===== src/rtl/alu_pipe.sv =====
// Single-issue ALU with valid/ready handshake on both sides; MUL is iterative shift-add (W cycles).
// Non-MUL results appear one cycle after accept; a held result stalls input until the consumer retires it.
module alu_pipe #(
  parameter int W = 8
) (
  input  logic         CLK,
  input  logic         Reset,
  input  logic         InValid,
  output logic         InReady,
  input  logic [W-1:0] InputA,
  input  logic [W-1:0] InputB,
  input  logic [2:0]   OP,
  output logic         OutValid,
  input  logic         OutReady,
  output logic [W-1:0] Out,
  output logic         Zero,
  output logic         Carry,
  output logic         Neg
);

  localparam int SW = $clog2(W);

  localparam logic [2:0] OP_ADD = 3'd0;
  localparam logic [2:0] OP_LSH = 3'd1;
  localparam logic [2:0] OP_RSH = 3'd2;
  localparam logic [2:0] OP_XOR = 3'd3;
  localparam logic [2:0] OP_AND = 3'd4;
  localparam logic [2:0] OP_SUB = 3'd5;
  localparam logic [2:0] OP_MUL = 3'd6;

  typedef enum logic [1:0] {IDLE, MULT, HOLD} state_t;

  state_t          state;
  logic [2*W-1:0]  acc;
  logic [2*W-1:0]  mcand;
  logic [W-1:0]    mplier;
  logic [SW-1:0]   cnt;

  logic            accept;
  logic [SW-1:0]   sh;
  logic [W:0]      sum;
  logic [W:0]      diff;
  logic [2*W-1:0]  lwide;
  logic [2*W-1:0]  rwide;
  logic [2*W-1:0]  acc_next;
  logic [W-1:0]    res;
  logic            res_c;
  logic            wr_en;
  logic [W-1:0]    wr_val;
  logic            wr_c;

  // InReady in HOLD follows OutReady so a retire and a new accept share one edge.
  assign InReady  = (state == IDLE) || ((state == HOLD) && OutReady);
  assign OutValid = (state == HOLD);
  assign accept   = InValid && InReady;

  always_comb begin
    sh       = InputB[SW-1:0];
    sum      = {1'b0, InputA} + {1'b0, InputB};
    diff     = {1'b0, InputA} - {1'b0, InputB};
    lwide    = {{W{1'b0}}, InputA} << sh;
    rwide    = {InputA, {W{1'b0}}} >> sh;
    acc_next = mplier[0] ? (acc + mcand) : acc;
    res      = '0;
    res_c    = 1'b0;
    unique case (OP)
      OP_ADD: begin res = sum[W-1:0];       res_c = sum[W];      end
      OP_SUB: begin res = diff[W-1:0];      res_c = diff[W];     end
      // Bit W of lwide / bit W-1 of rwide hold the last bit shifted out; both are 0 for a zero shift.
      OP_LSH: begin res = lwide[W-1:0];     res_c = lwide[W];    end
      OP_RSH: begin res = rwide[2*W-1:W];   res_c = rwide[W-1];  end
      OP_XOR: res = InputA ^ InputB;
      OP_AND: res = InputA & InputB;
      default: res = '0;
    endcase

    wr_en  = 1'b0;
    wr_val = res;
    wr_c   = res_c;
    if (state == MULT) begin
      wr_en  = (cnt == SW'(W - 1));
      wr_val = acc_next[W-1:0];
      wr_c   = |acc_next[2*W-1:W];
    end else if (accept && (OP != OP_MUL)) begin
      wr_en = 1'b1;
    end
  end

  always_ff @(posedge CLK) begin
    if (Reset) begin
      state  <= IDLE;
      acc    <= '0;
      mcand  <= '0;
      mplier <= '0;
      cnt    <= '0;
      Out    <= '0;
      Zero   <= 1'b1;
      Carry  <= 1'b0;
      Neg    <= 1'b0;
    end else begin
      if (wr_en) begin
        Out   <= wr_val;
        Zero  <= (wr_val == '0);
        Carry <= wr_c;
        Neg   <= wr_val[W-1];
      end
      case (state)
        IDLE, HOLD: begin
          if (accept) begin
            if (OP == OP_MUL) begin
              state  <= MULT;
              acc    <= '0;
              mcand  <= {{W{1'b0}}, InputA};
              mplier <= InputB;
              cnt    <= '0;
            end else begin
              state <= HOLD;
            end
          end else if ((state == HOLD) && OutReady) begin
            state <= IDLE;
          end
        end
        MULT: begin
          acc    <= acc_next;
          mcand  <= mcand << 1;
          mplier <= mplier >> 1;
          cnt    <= cnt + 1'b1;
          if (cnt == SW'(W - 1)) state <= HOLD;
        end
        default: state <= IDLE;
      endcase
    end
  end

endmodule


===== config.mk =====
export PLATFORM = sky130hd
export DESIGN_NAME = alu_pipe
export DESIGN_NICKNAME = d
export VERILOG_FILES = /design/src/rtl/alu_pipe.sv
export SDC_FILE = /design/constraint.sdc
export NUM_CORES = 1
export LEC_CHECK = 0
export CAP_MARGIN = 20
export CORE_UTILIZATION = 40
export CTS_CLUSTER_SIZE = 30
export DETAILED_ROUTE_END_ITERATION = 10
export GPL_ROUTABILITY_DRIVEN = 0
export PLACE_DENSITY = 0.65
export SLEW_MARGIN = 10
export SYNTH_ARGS = -nofsm -noshare
export SYNTH_HDL_FRONTEND = slang
export SYNTH_SLANG_ARGS = --single-unit

===== constraint.sdc =====
create_clock -name CLK -period 3 [get_ports CLK]
set_input_delay 0.75 -clock CLK [delete_from_list [all_inputs] [get_ports CLK]]
set_output_delay 0.75 -clock CLK [all_outputs]
set_load 0.01 [all_outputs]

==> results of run 1 <==
-- critical path, stage by stage --
cell and delay (ps):
clkdlybuf4s50_1 570, buf_4 200, nand2b_1 140, nor2_1 90, a22o_1 240, nor4_1 440, a31oi_1 190, nor3_1 160
nand4b_1 130, o31ai_2 230
-- registers in the layout (all words and copies together) (netlist names) --
register and count:
Carry 1, Out 8, Zero 1, acc 16, cnt 3, mcand 16, mplier 8, state 2
-- power by group through the flow --
stage	Sequential (W)	Clock, W	Combinational (W)
2_1_floorplan	0.000787	0	0.000308
3_5_place_dp	0.000790	0	0.000574
6_report	0.000774	0.000579	0.000621
3_3_place_gp	0.000789	0	0.000565
5_1_grt	0.000777	0.000614	0.000664
4_1_cts	0.000773	0.000591	0.000603
-- cell usage after synthesis, drive strengths merged (6+ instances only) --
cell type	count	area share (%)
nand2	79	6.3
nor2	73	5.8
dfxtp	55	23
a21oi	51	5.5
ha	35	9.3
clkbuf	27	2.1
inv	27	2.1
o21ai	21	2.2
nand3	20	2.1
mux2i	18	3.8
buf	16	1.9
a311oi	15	2.8
nand2b	14	1.9
nor3	12	1.3
xnor2	12	2.2
a211oi	11	1.9
a31oi	8	1.1
o211ai	8	1.3
a32oi	7	1.3
or2	7	0.93
nand3b	6	0.95
o21bai	6	0.95
-- worst max path at each step --
stage | start | end | slack [ps] | cells after the start
after global placement | InputA[1] | Zero$_SDFFE_PP1P_ | -490 | 11
after detailed placement | InputA[0] | Zero$_SDFFE_PP1P_ | -590 | 13
after global routing | InputA[1] | Out[7]$_SDFFE_PP0P_ | -6 | 12
after floorplan | InputB[2] | Zero$_SDFFE_PP1P_ | 110 | 11
after CTS | InputA[0] | Zero$_SDFFE_PP1P_ | 0.5 | 14
final | OP[0] | Zero$_SDFFE_PP1P_ | 50 | 10
-- what timing repair did --
action,4_1_cts,5_1_grt
endpoints found under the setup margin,8,6
setup buffers,2,0
pin swaps,9,7
gates resized for setup,29,20
-- layer usage --
layer	vias up	wire (um)	part of all wire, %
met3	42	788	5.2
li1	2485	-	-
met5	-	0	0
met4	0	565	3.7
met2	188	7270	48
met1	2433	6460	43
-- kinds of logic (layout without fill, tap and decap cells) --
logic type                 Yosys count  in the layout
muxes                               26             26
AOI/OAI and AO/OA                  180            180
and+or+nand+nor                    243            243
xor gates and xnor gates            14             14
buffers and inverters               70            172
DFF                                 55             55
adders and majority gates           38             38
-- area by class of cell --
cell class	instances	share of cell area, %
Clock buffer	6	2.11
Clock inverter	2	0.204
Inverter	27	1.66
Multi-Input combinational cell	501	56.9
Sequential cell	55	18.0
Tap cell	143	2.92
Timing Repair Buffer	137	18.2
-- per-stage QoR --
step	TNS, ps	instances
4_1_cts	0	871
6_report	0	871
3_5_place_dp	-3890	861
3_3_place_gp	-3340	861
5_1_grt	-5.73	871
2_1_floorplan	0	626
==> impl_results.html, run 1 <==
<table>
<tr><th>Metric</th><th>Value</th></tr>
<tr><th colspan="2">Run status</th></tr>
<tr><td>Result of the run</td><td>finished clean</td></tr>
<tr><th colspan="2">Yosys</th></tr>
<tr><td>Share of cell area taken by muxes after synthesis</td><td>under 10%</td></tr>
<tr><td>Cells after Synth</td><td>approximately 630</td></tr>
<tr><td>Simple-Gate Fraction of Synth Area</td><td>roughly a quarter</td></tr>
<tr><td>Top flip-flop cell by instance count after synthesis</td><td>dfxtp_1</td></tr>
<tr><td>Area of the mapped netlist</td><td>about 4700 um^2</td></tr>
<tr><td>Post-synthesis share of cell area spent on xor and xnor gates</td><td>2.59%</td></tr>
<tr><td>Post-synth EDFFs</td><td>0</td></tr>
<tr><td>Nets in the synthesized netlist</td><td>687</td></tr>
<tr><td>Post-synthesis compound-gate area fraction</td><td>between 20% and 30%</td></tr>
<tr><td>Adder-Cell Fraction of Synth Area</td><td>roughly a tenth</td></tr>
<tr><td>Synthesized area per cell</td><td>around 7.6 um^2</td></tr>
<tr><td>Proportion of synthesized chip area in sequential cells</td><td>a little under a quarter</td></tr>
<tr><td>Seq cells post-synth</td><td>55</td></tr>
<tr><td>Number of different library cells in the post-synthesis netlist</td><td>a little over 70</td></tr>
<tr><td>Proportion of register bits with asynchronous set or reset after synthesis</td><td>0%</td></tr>
<tr><td>Dominant combinational cell family by area after synthesis</td><td>compound AO/OA/AOI/OAI gates</td></tr>
<tr><td>Synth warn</td><td>0</td></tr>
<tr><th colspan="2">STA</th></tr>
<tr><td>Time the final worst path needs with I/O delays and setup</td><td>between 2000 and 3000 ps</td></tr>
<tr><td>Final setup vio count</td><td>0</td></tr>
<tr><td>Final Hold Fails</td><td>0</td></tr>
<tr><td>Upper clock frequency limit</td><td>339 MHz</td></tr>
<tr><td>Slew HR</td><td>42.3%</td></tr>
<tr><td>Worst hold-check slack</td><td>around 460 ps</td></tr>
<tr><td>Tcrit/Tclk final</td><td>a little over nine tenths</td></tr>
<tr><td>Clock tree skew after final layout</td><td>around 6.3 ps</td></tr>
<tr><td>Final count of pins violating max slew</td><td>0</td></tr>
<tr><td>Worst Setup Slack, final</td><td>53.6 ps</td></tr>
<tr><td>Slew at the pin closest to its max-slew limit</td><td>~860 ps</td></tr>
<tr><td>Setup repair after global routing missed its margin</td><td>yes</td></tr>
<tr><th colspan="2">Min path</th></tr>
<tr><td>Destination of the worst hold path</td><td>Out[6]$_SDFFE_PP0P_</td></tr>
<tr><td>Path class of the lowest-slack min-delay path</td><td>flop to flop</td></tr>
<tr><td>Cell count of the worst hold path</td><td>2</td></tr>
<tr><td>Worst Hold Launch</td><td>Out[6]$_SDFFE_PP0P_</td></tr>
<tr><th colspan="2">Critical path</th></tr>
<tr><td>Number of cells on the worst reg-to-reg path</td><td>10</td></tr>
<tr><td>Startpoint of the most critical register-to-register path</td><td>mcand[0]$_SDFFE_PP0P_</td></tr>
<tr><td>Slack of the worst reg-to-reg path</td><td>between 200 and 250 ps</td></tr>
<tr><td>Endpoint of the most critical register-to-register path</td><td>Carry$_SDFFE_PP0P_</td></tr>
<tr><td>Data arrival time of the critical path</td><td>3160 ps</td></tr>
<tr><td>Critical path capture point type</td><td>flop</td></tr>
<tr><td>Required time of the worst setup path</td><td>3210 ps</td></tr>
<tr><td>Startpoint type of the worst setup path</td><td>input pin</td></tr>
<tr><td>Worst-path fanout max</td><td>9</td></tr>
<tr><td>Critical Setup Path Class</td><td>input pin to flop</td></tr>
<tr><th colspan="2">Die</th></tr>
<tr><td>Initial cell density of the core</td><td>41.3%</td></tr>
<tr><td>X dimension of the die</td><td>about 110 um</td></tr>
<tr><td>Boundary Pins</td><td>36</td></tr>
<tr><td>DIE AREA</td><td>12300 um^2</td></tr>
<tr><td>Overall die height</td><td>111 um</td></tr>
<tr><td>Cell row count</td><td>39</td></tr>
<tr><td>Placeable Area</td><td>between 10000 and 15000 um^2</td></tr>
<tr><th colspan="2">Placed design</th></tr>
<tr><td>Sum of net half-perimeters after detailed placement</td><td>between 10000 and 15000 um</td></tr>
<tr><td>Area of placed instances</td><td>a little under 6000 um^2</td></tr>
<tr><td>Post-place setup slack</td><td>-587 ps</td></tr>
<tr><td>Count of input and output buffers</td><td>35</td></tr>
<tr><th colspan="2">Clocking</th></tr>
<tr><td>Clock tree from TritonCTS</td><td>done</td></tr>
<tr><td>Depth of the CTS H-tree</td><td>2</td></tr>
<tr><td>Num CTS Buffers</td><td>5</td></tr>
<tr><td>Clk buf depth</td><td>2</td></tr>
<tr><td>Count of hold buffers inserted by post-cts repair</td><td>0</td></tr>
<tr><td>Clock latency reported for the late side of the worst-skew pair</td><td>290 ps</td></tr>
<tr><td>TritonCTS Sinks</td><td>55</td></tr>
<tr><td>Clock edge transition at the registers on the reported setup and hold paths</td><td>~70 ps</td></tr>
<tr><td>Clock root cell</td><td>clkbuf_16</td></tr>
<tr><th colspan="2">Drt</th></tr>
<tr><td>Detailed router's first-iteration violation count</td><td>between 500 and 600</td></tr>
<tr><td>Remaining antenna violation count</td><td>0</td></tr>
<tr><td>Total number of vias</td><td>about 5100</td></tr>
<tr><td>Detailed-routing iteration count for the pre-antenna-repair pass</td><td>6</td></tr>
<tr><td>Via count normalized by instance count</td><td>roughly 5.9</td></tr>
<tr><td>Routed length per instance</td><td>~17 um</td></tr>
<tr><td>DRC violation count after routing</td><td>0</td></tr>
<tr><td>Routed wire length</td><td>15100 um</td></tr>
<tr><th colspan="2">GRT</th></tr>
<tr><td>Overflow left after global routing</td><td>0</td></tr>
<tr><td>Number of global-route vias before repair</td><td>around 5000</td></tr>
<tr><td>Number of antenna violations at the first check in global routing</td><td>0</td></tr>
<tr><td>Met2 track demand over resource</td><td>approximately 41%</td></tr>
<tr><td>Met1 Track Usage GR</td><td>30.5%</td></tr>
<tr><td>Pin count of the biggest net entering global routing</td><td>31</td></tr>
<tr><td>Met3 Use GR</td><td>~2.6%</td></tr>
<tr><td>GR Util All Layers</td><td>about a quarter</td></tr>
<tr><td>Most used routing layer in global routing</td><td>met2</td></tr>
<tr><td>First-pass GRT wire length</td><td>around 24000 um</td></tr>
<tr><th colspan="2">Pwr</th></tr>
<tr><td>Clock power frac</td><td>between 20% and 30%</td></tr>
<tr><td>Relative contribution of combinational cells to total power</td><td>31.5%</td></tr>
<tr><td>Leakage</td><td>about 2.5 nW</td></tr>
<tr><td>Worst VDD drop</td><td>approximately 0.00021 V</td></tr>
<tr><td>Switching component of the power</td><td>0.000605 W</td></tr>
<tr><td>Reg power frac</td><td>approximately two fifths</td></tr>
<tr><td>Post-layout total power</td><td>0.00197 W</td></tr>
<tr><td>Fraction of power spent switching nets</td><td>30.7%</td></tr>
<tr><td>Power density over the cells</td><td>between 300 and 400 nW/um^2</td></tr>
<tr><td>Internal cell power</td><td>0.00137 W</td></tr>
<tr><th colspan="2">Final layout</th></tr>
<tr><td>Area of all placed cells without fillers</td><td>~6000 um^2</td></tr>
<tr><td>Most common cell after layout, fill and taps aside</td><td>buf_4</td></tr>
<tr><td>Total area of multi-input combinational cells</td><td>3480 um^2</td></tr>
<tr><td>Area Overhead vs Synth</td><td>29.3%</td></tr>
<tr><td>Filler Cell Count</td><td>1068</td></tr>
<tr><td>Final layout net count</td><td>about 800</td></tr>
<tr><td>Utilization after layout</td><td>between 50% and 60%</td></tr>
<tr><td>N_diodes</td><td>0</td></tr>
<tr><td>Sequential cell area</td><td>1100 um^2</td></tr>
<tr><td>Most frequent cells in the layout</td><td>99 x buf_4, 78 x nand2_1, 73 x nor2_1</td></tr>
<tr><td>Layout cells sized above 1</td><td>between 20% and 30%</td></tr>
<tr><th colspan="2">Flow run</th></tr>
<tr><td>Count of maximum capacitance violations</td><td>0</td></tr>
</table>
Power figures use the tool's default switching activity.
==> run 2, diff against run 1 <==
--- a/config.mk
+++ b/config.mk
@@ -6,11 +6,11 @@
 export NUM_CORES = 1
 export LEC_CHECK = 0
 export CAP_MARGIN = 20
-export CORE_UTILIZATION = 40
+export CORE_UTILIZATION = 30
 export CTS_CLUSTER_SIZE = 30
 export DETAILED_ROUTE_END_ITERATION = 10
 export GPL_ROUTABILITY_DRIVEN = 0
-export PLACE_DENSITY = 0.65
+export PLACE_DENSITY = 0.58
 export SLEW_MARGIN = 10
 export SYNTH_ARGS = -nofsm -noshare
 export SYNTH_HDL_FRONTEND = slang
==> impl_results.html, run 2 (same netlist as run 1, synthesis figures left out) <==
<table>
<tr><th>Metric</th><th>Value</th></tr>
<tr><th colspan="2">GRT</th></tr>
<tr><td>First-pass GRT wire length</td><td>24200 um</td></tr>
<tr><td>Number of antenna violations at the first check in global routing</td><td>0</td></tr>
<tr><td>Number of global-route vias before repair</td><td>~4800</td></tr>
<tr><td>Pin count of the biggest net entering global routing</td><td>32</td></tr>
<tr><td>GR Util All Layers</td><td>between 10% and 20%</td></tr>
<tr><td>Overflow left after global routing</td><td>0</td></tr>
<tr><th colspan="2">Drt</th></tr>
<tr><td>Total number of vias</td><td>roughly 5000</td></tr>
<tr><td>DRC violation count after routing</td><td>0</td></tr>
<tr><td>Routed wire length</td><td>14900 um</td></tr>
<tr><td>Via count normalized by instance count</td><td>around 5.4</td></tr>
<tr><td>Detailed-routing iteration count for the pre-antenna-repair pass</td><td>5</td></tr>
<tr><td>Remaining antenna violation count</td><td>0</td></tr>
<tr><td>Routed length per instance</td><td>~16 um</td></tr>
<tr><td>Detailed router's first-iteration violation count</td><td>between 500 and 600</td></tr>
<tr><th colspan="2">Final layout</th></tr>
<tr><td>Most common cell after layout, fill and taps aside</td><td>buf_4</td></tr>
<tr><td>Final layout net count</td><td>a little under 800</td></tr>
<tr><td>Area Overhead vs Synth</td><td>31.5%</td></tr>
<tr><td>Biggest registers after layout</td><td>acc (16), mcand (16)</td></tr>
<tr><td>Total area of multi-input combinational cells</td><td>3470 um^2</td></tr>
<tr><td>Layout cells sized above 1</td><td>a little over a fifth</td></tr>
<tr><td>Sequential cell area</td><td>1100 um^2</td></tr>
<tr><td>N_diodes</td><td>0</td></tr>
<tr><td>Most frequent cells in the layout</td><td>98 x buf_4, 78 x nand2_1, 73 x nor2_1</td></tr>
<tr><td>Filler Cell Count</td><td>1558</td></tr>
<tr><th colspan="2">Critical path</th></tr>
<tr><td>Endpoint of the most critical register-to-register path</td><td>Carry$_SDFFE_PP0P_</td></tr>
<tr><td>Startpoint type of the worst setup path</td><td>input pin</td></tr>
<tr><td>Critical Setup Path Class</td><td>input pin to flop</td></tr>
<tr><td>Worst-path fanout max</td><td>3</td></tr>
<tr><td>Required time of the worst setup path</td><td>about 3200 ps</td></tr>
<tr><td>Number of cells on the worst reg-to-reg path</td><td>10</td></tr>
<tr><td>Critical path capture point type</td><td>flop</td></tr>
<tr><td>Startpoint of the most critical register-to-register path</td><td>acc[0]$_SDFFE_PP0P_</td></tr>
<tr><td>Slack of the worst reg-to-reg path</td><td>~110 ps</td></tr>
<tr><td>Data arrival time of the critical path</td><td>3140 ps</td></tr>
<tr><th colspan="2">Placed design</th></tr>
<tr><td>Sum of net half-perimeters after detailed placement</td><td>between 10000 and 15000 um</td></tr>
<tr><td>Count of input and output buffers</td><td>35</td></tr>
<tr><th colspan="2">Min path</th></tr>
<tr><td>Path class of the lowest-slack min-delay path</td><td>flop to flop</td></tr>
<tr><td>Cell count of the worst hold path</td><td>2</td></tr>
<tr><td>Worst Hold Launch</td><td>Out[0]$_SDFFE_PP0P_</td></tr>
<tr><td>Destination of the worst hold path</td><td>Out[0]$_SDFFE_PP0P_</td></tr>
<tr><th colspan="2">Die</th></tr>
<tr><td>Cell row count</td><td>45</td></tr>
<tr><td>DIE AREA</td><td>about 16000 um^2</td></tr>
<tr><td>Boundary Pins</td><td>36</td></tr>
<tr><td>Initial cell density of the core</td><td>30.9%</td></tr>
<tr><td>Placeable Area</td><td>15300 um^2</td></tr>
<tr><td>X dimension of the die</td><td>between 100 and 150 um</td></tr>
<tr><td>Overall die height</td><td>about 130 um</td></tr>
<tr><th colspan="2">Flow run</th></tr>
<tr><td>Count of maximum capacitance violations</td><td>0</td></tr>
<tr><th colspan="2">STA</th></tr>
<tr><td>Worst hold-check slack</td><td>approximately 460 ps</td></tr>
<tr><td>Final-layout setup total negative slack</td><td>0 ps</td></tr>
<tr><td>Final setup vio count</td><td>0</td></tr>
<tr><td>Upper clock frequency limit</td><td>between 300 and 400 MHz</td></tr>
<tr><td>Final count of pins violating max slew</td><td>0</td></tr>
<tr><td>Final Hold Fails</td><td>0</td></tr>
<tr><td>Slew HR</td><td>between 50% and 60%</td></tr>
<tr><td>Clock tree skew after final layout</td><td>9.96 ps</td></tr>
<tr><td>Slew at the pin closest to its max-slew limit</td><td>a little under 700 ps</td></tr>
<tr><td>Tcrit/Tclk final</td><td>between 90% and 100%</td></tr>
<tr><td>Time the final worst path needs with I/O delays and setup</td><td>approximately 2900 ps</td></tr>
<tr><th colspan="2">Clocking</th></tr>
<tr><td>Num CTS Buffers</td><td>5</td></tr>
<tr><td>Count of hold buffers inserted by post-cts repair</td><td>0</td></tr>
<tr><td>Clock tree from TritonCTS</td><td>done</td></tr>
<tr><td>Clock edge transition at the registers on the reported setup and hold paths</td><td>70 ps</td></tr>
<tr><td>Depth of the CTS H-tree</td><td>2</td></tr>
<tr><td>Clock latency reported for the late side of the worst-skew pair</td><td>roughly 300 ps</td></tr>
<tr><td>Clk buf depth</td><td>2</td></tr>
<tr><td>Clock root cell</td><td>clkbuf_16</td></tr>
<tr><td>TritonCTS Sinks</td><td>between 50 and 60</td></tr>
<tr><th colspan="2">Pwr</th></tr>
<tr><td>Leakage</td><td>about 2.5 nW</td></tr>
<tr><td>Worst VDD drop</td><td>between 0.00015 and 0.0002 V</td></tr>
<tr><td>Power density over the cells</td><td>332 nW/um^2</td></tr>
<tr><th colspan="2">Run status</th></tr>
<tr><td>Result of the run</td><td>finished clean</td></tr>
</table>
## run 2: changes by cell type in the layout (fill, tap and decap cells not counted), sizes merged
cell / delta
clkdlybuf4s50: +2
dlygate4sd2: -1
clkinv: -1
clkbuf: -2
clkinvlp: -1
inv: +1
bufinv: +1
clkdlybuf4s15: +1
buf: -1
## run 2: where the power goes
| part | internal [W] | switching, W |
|---|---|---|
| sequential | 0.000753 | 0.0000183 |
| clock | 0.000398 | 0.000276 |
| combinational | 0.000312 | 0.000309 |
## run 2: layout make-up
| type | count | area share [%] |
|---|---|---|
| clock inverter | 2 | 0.623 |
| inverter | 27 | 1.63 |
| clock buffer | 6 | 2.07 |
| multi-input combinational | 501 | 55.8 |
| sequential | 55 | 17.7 |
| timing repair buffer | 136 | 17.9 |
| tap | 211 | 4.24 |
## run 2: metal layers
metal  GRT usage [%]  vias to the layer above  wire length [um]
li1                -                     2487                 -
met1            25.4                     2359              6990
met2            29.5                      154              6690
met3            3.22                       28               866
met4            6.37                        0               341
met5               0                        -                 0
## run 2: how the worst max path moves through the flow
stage | from | endpoint | depth (start not counted)
after floorplan | InputB[2] | Zero$_SDFFE_PP1P_ | 11
after global placement | InputA[0] | Carry$_SDFFE_PP0P_ | 14
after detailed placement | InputA[0] | Zero$_SDFFE_PP1P_ | 13
after CTS | InputB[1] | Zero$_SDFFE_PP1P_ | 11
after global routing | InputA[5] | Zero$_SDFFE_PP1P_ | 10
final | InputB[0] | Out[2]$_SDFFE_PP0P_ | 13
## run 2: worst max-delay path, stage by stage
cell	delay (ps)
dlygate4sd2_1	270
ha_2	220
fa_2	380
buf_4	150
xor2_1	150
o21ai_0	100
a22o_1	200
o31ai_1	240
nand3_1	170
buf_4	170
buf_4	120
buf_4	120
o211a_1	110
## run 2: what timing repair did
action	4_1_cts	5_1_grt
setup buffers	3	1
gates resized for setup	19	15
setup endpoints to repair	5	7
pin swaps	7	10
hold endpoints to repair	0	0
## run 2: stage by stage
step | setup WS [ps] | utilization (%) | total power [W] | instance area (um^2) | instances
floorplan | 114 | - | 0.00110 | 4730 | 626
global placement | -432 | 38.4 | 0.00136 | 5880 | 926
detailed placement | -501 | 38.4 | 0.00136 | 5880 | 926
CTS | 16.5 | 40.2 | 0.00206 | 6160 | 937
global route | -8.32 | 40.6 | 0.00217 | 6220 | 938
finish | 57.5 | 40.6 | 0.00207 | 6220 | 938
==> run 3, diff against run 2 <==
--- a/config.mk
+++ b/config.mk
@@ -6,6 +6,7 @@
 export NUM_CORES = 1
 export LEC_CHECK = 0
 export CAP_MARGIN = 20
+export CORE_MARGIN = 2
 export CORE_UTILIZATION = 30
 export CTS_CLUSTER_SIZE = 30
 export DETAILED_ROUTE_END_ITERATION = 10
==> impl_results.html, run 3 (same netlist as run 1, synthesis figures left out) <==
<table>
<tr><th>Metric</th><th>Value</th></tr>
<tr><th colspan="2">Final layout</th></tr>
<tr><td>N_diodes</td><td>0</td></tr>
<tr><td>Area Overhead vs Synth</td><td>35.1%</td></tr>
<tr><td>Area of all placed cells without fillers</td><td>between 6000 and 7000 um^2</td></tr>
<tr><td>Biggest registers after layout</td><td>acc (16), mcand (16)</td></tr>
<tr><td>Final layout net count</td><td>roughly 800</td></tr>
<tr><td>Final instance count without filler cells</td><td>around 950</td></tr>
<tr><td>Most frequent cells in the layout</td><td>107 x buf_4, 79 x nand2_1, 73 x nor2_1</td></tr>
<tr><td>Most common cell after layout, fill and taps aside</td><td>buf_4</td></tr>
<tr><td>Filler Cell Count</td><td>between 1500 and 2000</td></tr>
<tr><td>Utilization after layout</td><td>a little over two fifths</td></tr>
<tr><td>Layout cells sized above 1</td><td>a little under a quarter</td></tr>
<tr><th colspan="2">Drt</th></tr>
<tr><td>Total number of vias</td><td>around 5200</td></tr>
<tr><td>Routed length per instance</td><td>about 16 um</td></tr>
<tr><td>Detailed router's first-iteration violation count</td><td>around 480</td></tr>
<tr><td>Detailed-routing iteration count for the pre-antenna-repair pass</td><td>6</td></tr>
<tr><td>Routed wire length</td><td>about 16000 um</td></tr>
<tr><td>DRC violation count after routing</td><td>0</td></tr>
<tr><td>Remaining antenna violation count</td><td>0</td></tr>
<tr><td>Via count normalized by instance count</td><td>5.44</td></tr>
<tr><th colspan="2">Die</th></tr>
<tr><td>DIE AREA</td><td>~17000 um^2</td></tr>
<tr><td>Overall die height</td><td>130 um</td></tr>
<tr><td>Initial cell density of the core</td><td>a little under a third</td></tr>
<tr><td>Cell row count</td><td>45</td></tr>
<tr><td>X dimension of the die</td><td>between 100 and 150 um</td></tr>
<tr><td>Boundary Pins</td><td>36</td></tr>
<tr><td>Placeable Area</td><td>between 15000 and 20000 um^2</td></tr>
<tr><th colspan="2">STA</th></tr>
<tr><td>Slew at the pin closest to its max-slew limit</td><td>646 ps</td></tr>
<tr><td>Final Hold Fails</td><td>0</td></tr>
<tr><td>Clock tree skew after final layout</td><td>roughly 6 ps</td></tr>
<tr><td>Upper clock frequency limit</td><td>around 340 MHz</td></tr>
<tr><td>Tcrit/Tclk final</td><td>a little under 100%</td></tr>
<tr><td>Final count of pins violating max slew</td><td>0</td></tr>
<tr><td>Time the final worst path needs with I/O delays and setup</td><td>2940 ps</td></tr>
<tr><td>Slew HR</td><td>a little under three fifths</td></tr>
<tr><td>Final setup vio count</td><td>0</td></tr>
<tr><th colspan="2">Clocking</th></tr>
<tr><td>Count of hold buffers inserted by post-cts repair</td><td>0</td></tr>
<tr><td>TritonCTS Sinks</td><td>55</td></tr>
<tr><td>Clock root cell</td><td>clkbuf_16</td></tr>
<tr><td>Clock tree from TritonCTS</td><td>done</td></tr>
<tr><td>Clock edge transition at the registers on the reported setup and hold paths</td><td>~70 ps</td></tr>
<tr><td>Clock latency reported for the late side of the worst-skew pair</td><td>290 ps</td></tr>
<tr><td>Clk buf depth</td><td>2</td></tr>
<tr><td>Depth of the CTS H-tree</td><td>2</td></tr>
<tr><td>Num CTS Buffers</td><td>5</td></tr>
<tr><th colspan="2">Critical path</th></tr>
<tr><td>Data arrival time of the critical path</td><td>around 3200 ps</td></tr>
<tr><td>Endpoint of the most critical register-to-register path</td><td>Carry$_SDFFE_PP0P_</td></tr>
<tr><td>Worst-path fanout max</td><td>5</td></tr>
<tr><td>Critical path capture point type</td><td>flop</td></tr>
<tr><td>Critical Setup Path Class</td><td>input pin to flop</td></tr>
<tr><td>Slack of the worst reg-to-reg path</td><td>roughly 210 ps</td></tr>
<tr><td>Startpoint type of the worst setup path</td><td>input pin</td></tr>
<tr><td>Number of cells on the worst reg-to-reg path</td><td>10</td></tr>
<tr><td>Startpoint of the most critical register-to-register path</td><td>acc[0]$_SDFFE_PP0P_</td></tr>
<tr><td>Required time of the worst setup path</td><td>approximately 3200 ps</td></tr>
<tr><th colspan="2">GRT</th></tr>
<tr><td>Pin count of the biggest net entering global routing</td><td>35</td></tr>
<tr><td>GR Util All Layers</td><td>between 10% and 20%</td></tr>
<tr><td>Overflow left after global routing</td><td>0</td></tr>
<tr><td>Number of global-route vias before repair</td><td>around 5000</td></tr>
<tr><td>Number of antenna violations at the first check in global routing</td><td>0</td></tr>
<tr><td>First-pass GRT wire length</td><td>about 25000 um</td></tr>
<tr><th colspan="2">Pwr</th></tr>
<tr><td>Power density over the cells</td><td>between 300 and 400 nW/um^2</td></tr>
<tr><td>Worst VDD drop</td><td>0.000238 V</td></tr>
<tr><td>Post-layout total power</td><td>roughly 0.0022 W</td></tr>
<tr><td>Leakage</td><td>around 2.6 nW</td></tr>
<tr><th colspan="2">Min path</th></tr>
<tr><td>Destination of the worst hold path</td><td>Out[6]$_SDFFE_PP0P_</td></tr>
<tr><td>Cell count of the worst hold path</td><td>2</td></tr>
<tr><td>Path class of the lowest-slack min-delay path</td><td>flop to flop</td></tr>
<tr><td>Worst Hold Launch</td><td>Out[6]$_SDFFE_PP0P_</td></tr>
<tr><th colspan="2">Run status</th></tr>
<tr><td>Result of the run</td><td>finished clean</td></tr>
<tr><th colspan="2">Flow run</th></tr>
<tr><td>Count of maximum capacitance violations</td><td>0</td></tr>
<tr><th colspan="2">Placed design</th></tr>
<tr><td>Area of placed instances</td><td>a little under 6000 um^2</td></tr>
<tr><td>Placed cell count</td><td>932</td></tr>
<tr><td>Sum of net half-perimeters after detailed placement</td><td>between 10000 and 15000 um</td></tr>
<tr><td>Count of input and output buffers</td><td>35</td></tr>
</table>
run 3: cell types whose count changed in the layout (fill, tap and decap cells not counted), sizes merged:
cell           before  now
buf               102  113
clkdlybuf4s50      26   23
dlymetal6s2s        3    6
clkbuf              6    8
bufinv              1    2
clkdlybuf4s15       1    0
dlygate4sd2         4    3
inv                28   27
run 3: critical path, stage by stage:
cell	delay [ps]
dlygate4sd2_1	340
fa_2	470
nand3_2	80
nand2_1	60
buf_4	130
a221o_1	300
a221o_1	320
a211oi_2	340
nand4b_1	170
o31ai_2	180
run 3: area by class of cell:
class / instances / area (um^2) / share of cell area (%)
multi-input cells: 501 / 3530 / 55.3
repair buffers: 147 / 1210 / 18.9
flip-flops and latches: 55 / 1100 / 17.2
well taps: 211 / 264 / 4.13
clock buffers: 6 / 129 / 2.02
inverters: 27 / 101 / 1.58
clock inverters: 2 / 60.1 / 0.939
run 3: worst max-delay path by stage:
stage          cells past startpoint                 to  startpoint
6_report                          10  Zero$_SDFFE_PP1P_   InputA[1]
5_1_grt                           11  Zero$_SDFFE_PP1P_       OP[2]
3_5_place_dp                      12  Zero$_SDFFE_PP1P_   InputB[0]
4_1_cts                           12  Zero$_SDFFE_PP1P_   InputB[1]
3_3_place_gp                      12  Zero$_SDFFE_PP1P_   InputB[0]
2_1_floorplan                     11  Zero$_SDFFE_PP1P_   InputB[2]
run 3: through the flow:
step           setup WS, ps  TNS, ps  hold WS, ps
2_1_floorplan           114        0          448
3_3_place_gp           -478    -2940          445
3_5_place_dp           -593    -3510          452
4_1_cts               -4.27    -4.27          460
5_1_grt               -63.5     -103          484
6_report               56.2        0          455
run 3: metal layers:
| layer | share of wire (%) | global-route usage [%] | vias up | wire [um] |
|---|---|---|---|---|
| met5 | 0 | 0 | - | 0 |
| met4 | 3.2 | 6.51 | 0 | 503 |
| met3 | 5.1 | 2.44 | 40 | 799 |
| met2 | 45 | 30.1 | 197 | 7080 |
| met1 | 46 | 25.4 | 2427 | 7210 |
| li1 | - | - | 2495 | - |
run 3: power breakdown:
part           internal (W)  total [W]  switching, W
logic              0.000331   0.000655      0.000324
registers          0.000753   0.000772     0.0000191
clock network      0.000479   0.000749      0.000270
run 3: what timing repair did:
action                                  CTS  global route
endpoints found under the setup margin    7             9
resized for setup                        21            31
endpoints found under the hold margin     0             0
pin swaps                                11            12
buffers inserted                          2             7
